**src/rtl/ask_demodulator.sv**
```systemverilog
// ASK demodulator: integrates |ASK| over SAMPLES_PER_BIT accepted samples per bit,
// thresholds the energy, and drops carrier lock after MAX_ZEROS consecutive 0-bits.
module ask_demodulator #(
    parameter int SAMPLES_PER_BIT = 1024,
    parameter int MAX_ZEROS       = 8
) (
    input  logic               clock,
    input  logic               reset,
    input  logic signed [15:0] ASK,
    input  logic               sample_valid,
    input  logic        [15:0] mag_threshold,
    input  logic        [31:0] energy_threshold,
    output logic               data,
    output logic               data_valid,
    output logic               locked,
    output logic        [31:0] energy
);

    typedef enum logic {SEARCH, TRACK} state_t;

    localparam logic [15:0] LAST_COUNT = 16'(SAMPLES_PER_BIT - 1);
    localparam logic [7:0]  ZERO_LIMIT = 8'(MAX_ZEROS);

    state_t      state, state_next;
    logic [31:0] acc;
    logic [15:0] count;
    logic [7:0]  zero_run;

    logic [15:0] mag;
    logic [32:0] sum_wide;
    logic [31:0] sum_sat;
    logic [7:0]  zero_inc;
    logic        trigger;
    logic        final_sample;
    logic        bit_decision;
    logic        drop_lock;

    // Two's-complement negate in 16 bits maps -32768 to 0x8000 = 32768 unsigned.
    assign mag      = ASK[15] ? (16'(~ASK) + 16'd1) : 16'(ASK);
    assign sum_wide = {1'b0, acc} + {17'd0, mag};
    assign sum_sat  = sum_wide[32] ? 32'hFFFF_FFFF : sum_wide[31:0];
    assign zero_inc = (zero_run == 8'hFF) ? zero_run : zero_run + 8'd1;

    assign trigger      = (state == SEARCH) && sample_valid && (mag >= mag_threshold);
    assign final_sample = (state == TRACK) && sample_valid && (count == LAST_COUNT);
    assign bit_decision = (sum_sat >= energy_threshold);
    assign drop_lock    = final_sample && !bit_decision && (zero_inc == ZERO_LIMIT);

    // State register.
    // NOTE: sequential state uses non-blocking assignments so every register
    // samples pre-edge values, independent of statement order.
    always_ff @(posedge clock or negedge reset) begin
        if (!reset) state <= SEARCH;
        else        state <= state_next;
    end

    // Next-state logic.
    // NOTE: a default assignment up front keeps every path assigned, so no latch is inferred.
    always_comb begin
        state_next = state;
        case (state)
            SEARCH: if (trigger)   state_next = TRACK;
            TRACK:  if (drop_lock) state_next = SEARCH;
            default:               state_next = SEARCH;
        endcase
    end

    // Output logic: lock indication depends on the state register only.
    always_comb begin
        locked = (state == TRACK);
    end

    // Integration, bit decision and zero-run tracking.
    always_ff @(posedge clock or negedge reset) begin
        if (!reset) begin
            acc        <= '0;
            count      <= '0;
            zero_run   <= '0;
            data       <= 1'b0;
            data_valid <= 1'b0;
            energy     <= '0;
        end else begin
            data_valid <= 1'b0;
            if (trigger) begin
                acc   <= {16'd0, mag};
                count <= 16'd1;
            end else if (final_sample) begin
                data       <= bit_decision;
                energy     <= sum_sat;
                data_valid <= 1'b1;
                acc        <= '0;
                count      <= '0;
                if (bit_decision || drop_lock) zero_run <= '0;
                else                           zero_run <= zero_inc;
            end else if ((state == TRACK) && sample_valid) begin
                acc   <= sum_sat;
                count <= count + 16'd1;
            end
        end
    end

endmodule

```
**config.mk**
```make
export PLATFORM = sky130hd
export DESIGN_NAME = ask_demodulator
export DESIGN_NICKNAME = d
export VERILOG_FILES = /design/src/rtl/ask_demodulator.sv
export SDC_FILE = /design/constraint.sdc
export NUM_CORES = 1
export LEC_CHECK = 0
export BUFFER_PORTS_ARGS = -buffer_cell sky130_fd_sc_hd__buf_2
export CORE_ASPECT_RATIO = 1.2
export CORE_UTILIZATION = 45
export DETAILED_ROUTE_END_ITERATION = 7
export HOLD_SLACK_MARGIN = 0.12
export PLACE_DENSITY_LB_ADDON = 0.2
export SYNTH_ARGS = -nofsm -noshare
export SYNTH_HDL_FRONTEND = slang
export SYNTH_SLANG_ARGS = --single-unit
```
**constraint.sdc**
```tcl
create_clock -name clock -period 5.93 [get_ports clock]
set_input_delay 0.2965 -clock clock [delete_from_list [all_inputs] [get_ports clock]]
set_output_delay 0.2965 -clock clock [all_outputs]
set_load 0.1 [all_outputs]
```
==> summary.md <==
| Metric | Value |
|---|---|
| Ant diodes | `0` |
| Maximum level of the CTS H-tree | `3` |
| Die Area | `15610 um^2` |
| Final Max Slew Viols | `0` |
| Initial Utilization | `46.60%` |
| Crit Path Category | `in2reg` |
| Compound-Gate Fraction of Synth Area | `24.12%` |
| Via count | `6115` |
| Final Hold Viols | `0` |
| Core area | `roughly 15000 um^2` |
| Initial drt markers | `550` |
| Commonest non-fill, non-tap cell in the layout | `buf_2` |
| Wire length per cell | `15.60 um` |
| Unique masters post-synth | `70` |
| Worst Tran Pin Value | `a little under 1 ns` |
| Detailed Place HPWL | `13020 um` |
| Total clock buffers created by CTS | `9` |
| Die Y | `136.7 um` |
| Warnings, synthesis | `0` |
| Setup TNS | `0 ns` |
| Leakage | `0.004072 uW` |
| Async SR Flop Fraction | `100.0%` |
| Grt ovf | `0` |
| Die Wd | `around 110 um` |
| FP Rows | `48` |
| GP Congestion | `0.8976` |
| Skew final | `0.005780 ns` |
| Hold Slack | `0.3432 ns` |
| Fin crit share | `91.41%` |
| Post-CTS Resized | `0` |
| DRT Wirelength | `17230 um` |
| Ys flop type | `dfrtp_1` |
| Status | `finished clean` |
| Fill count | `1380` |
| Met2 wire length | `roughly 7800 um` |
| Simple-Gate Fraction of Synth Area | `18.18%` |
| Drc violations | `0` |
| Clk sink count | `91` |
| Largest net degree at the start of global routing | `63` |
| Cts hold-fix bufs | `1` |
| Slew margin rel. | `34.55%` |
| Commonest cells after routing, fill and taps aside | `buf_2 (100), dfrtp_1 (91), nand2_1 (86)` |
| Syn Nets | `933` |
| Power per cell area | `349.7 nW/um^2` |
| Clock transition at the registers of the reported paths | `~0.070 ns` |
| Ports | `102` |
| Fmax | `184.5 MHz` |
| Sequential area share after synthesis | `33.48%` |
| Req. time, crit path | `6.15 ns` |
| Setup violations, final | `0` |
| Maximum fanout along the worst path | `8` |
| Adder-cell share of the synthesized area | `12.62%` |
| First-pass GRT wire length | `28290 um` |
| Top Layer Used | `met4` |
| Max Cap Viol | `0` |
| Wire length on met3 | `about 770 um` |
| Layout cell share with drive strength beyond 1 | `18.12%` |
| Worst setup EP type | `flop` |
| Worst min path class | `in2reg` |
| RSZ-0062 raised after global routing | `false` |
| Clock insertion delay at the later pin of the skew report | `0.34 ns` |
| CP Launch Type | `primary input` |
| Root buf cell | `clkbuf_16` |
| Postcts setup bufs | `0` |
| # nets final | `roughly 1000` |
| Input/output buffers | `101` |
| Met1 Routed Length | `8353 um` |
| Vias in the first global route | `5789` |
| XOR/XNOR Fraction of Synth Area | `5.151%` |
| Flops & latches, synth | `91` |
| Largest cells by area after synthesis | `dfrtp_1 (33%), ha_1 (12%), nand2_1 (4.7%), nor2_1 (3.9%), a21o_1 (3.8%)` |
| ANT nets after route | `0` |
| Area leader, netlist | `dfrtp_1` |
| Worst VDD drop | `0.2023 mV` |
| Vias per cell | `5.534` |
| Area share of the leading cell type in the synthesized netlist | `33.48%` |
| P&R area growth vs syn | `16.32%` |
| Mux cell area share after synthesis | `0.8278%` |
| Drt first pass iters | `5` |
| CTS tree | `done` |
| Max clock buf depth | `2` |
| Fin crit period | `5.421 ns` |
| Initial antenna violation count | `0` |
| Worst EP arrival | `5.64 ns` |
| Number of flops mapped to enable cells by yosys | `0` |
| Post-Synthesis Cells | `798` |
| Largest family of logic cells by synthesized area | `compound AO/OA/AOI/OAI gates` |
| Syn_area_per_cell | `around 8.5 um^2` |
| Cell Area, Synth | `6802 um^2` |
| All-Layer GR Usage | `a little under a quarter` |
[cell families after synthesis]
family,count (synthesis)
AND/OR/NAND/NOR,261
flip-flops,91
XOR/XNOR,40
AO/OA/AOI/OAI,237
adder cells (fa/ha/maj),68
multiplexers,5
buffers and inverters,96
[worst max-delay path: stages]
cell,delay [ns]
buf_2,0.12
inv_1,0.10
ha_1,0.16
nand2_1,0.06
or3_1,0.34
or4_1,0.47
o41a_1,0.35
xor2_1,0.18
ha_1,0.23
a21oi_1,0.24
o21ai_1,0.15
nor2_1,0.24
o22a_1,0.34
nor2_1,0.13
buf_4,0.20
nor2_1,0.25
inv_1,0.08
ha_1,0.29
a21o_1,0.16
a21oi_1,0.23
o311ai_1,0.18
a211oi_1,0.33
o21ai_2,0.15
buf_4,0.17
o21ai_1,0.13
nand2_1,0.06
[registers in the layout, indices dropped and copies added (netlist names)]
signal / flops
acc: 32
data_valid: 1
zero_run: 8
data: 1
count: 16
locked: 1
energy: 32
[where the power goes]
part / switching, uW / internal (uW) / total, uW
clock: 241 / 336 / 577
combinational: 861 / 567 / 1430
sequential: 62.4 / 700 / 762
total: 1160 / 1600 / 2770
[cells in the mapped netlist, types with 6 or more instances]
master	n
a211oi_1	6
a21o_1	34
a21oi_1	26
a22o_1	15
a22oi_1	8
a31oi_1	23
and3_1	17
buf_2	11
clkbuf_1	20
dfrtp_1	91
ha_1	67
inv_1	63
nand2_1	86
nand2b_1	7
nand3_1	26
nand4_1	19
nor2_1	70
nor3_1	11
o211ai_1	8
o21ai_0	48
o21ai_1	16
o31ai_1	12
xnor2_1	25
xor2_1	15
[through the flow]
step	cells	setup WS (ns)	power, uW	cell area (um^2)	utilization, %
after global routing	1105	0.05452	2974	7911	54.21
after global placement	1088	0.2639	2163	7606	52.12
final	1105	0.5091	2767	7911	54.21
after floorplan	798	0.7514	1779	6802	-
after CTS	1105	0.4978	2773	7911	54.21
after detailed placement	1088	0.1489	2178	7606	52.12
[metal layers]
metal / track usage, % / up-vias
met5: 0 / -
met4: 6.854 / 0
met3: 3.189 / 16
met2: 37.21 / 167
met1: 31.93 / 2852
li1: - / 3080
[layout make-up]
| class | count | area, um^2 | area share [%] |
|---|---|---|---|
| Tap cell | 200 | 250.2 | 3.163 |
| Inverter | 64 | 241.5 | 3.052 |
| Timing Repair Buffer | 123 | 688.2 | 8.698 |
| Clock inverter | 5 | 52.55 | 0.6642 |
| Sequential cell | 91 | 2277 | 28.78 |
| Clock buffer | 11 | 242.7 | 3.068 |
| Multi-Input combinational cell | 611 | 4159 | 52.57 |
[worst paths after layout]
kind	startpoint	end	slack, ns	depth (start not counted)
min in group asynchronous	reset	zero_run[3]	0.43	2
worst min register to register	energy[27]	energy[27]	0.48	2
max in group asynchronous	reset	acc[15]	4.35	3
worst min-delay path	ASK[4]	acc[4]	0.34	4
worst max-delay path	ASK[0]	locked	0.51	26
worst max register to register	acc[0]	locked	1.34	20
(Power assumes the default switching activity.)
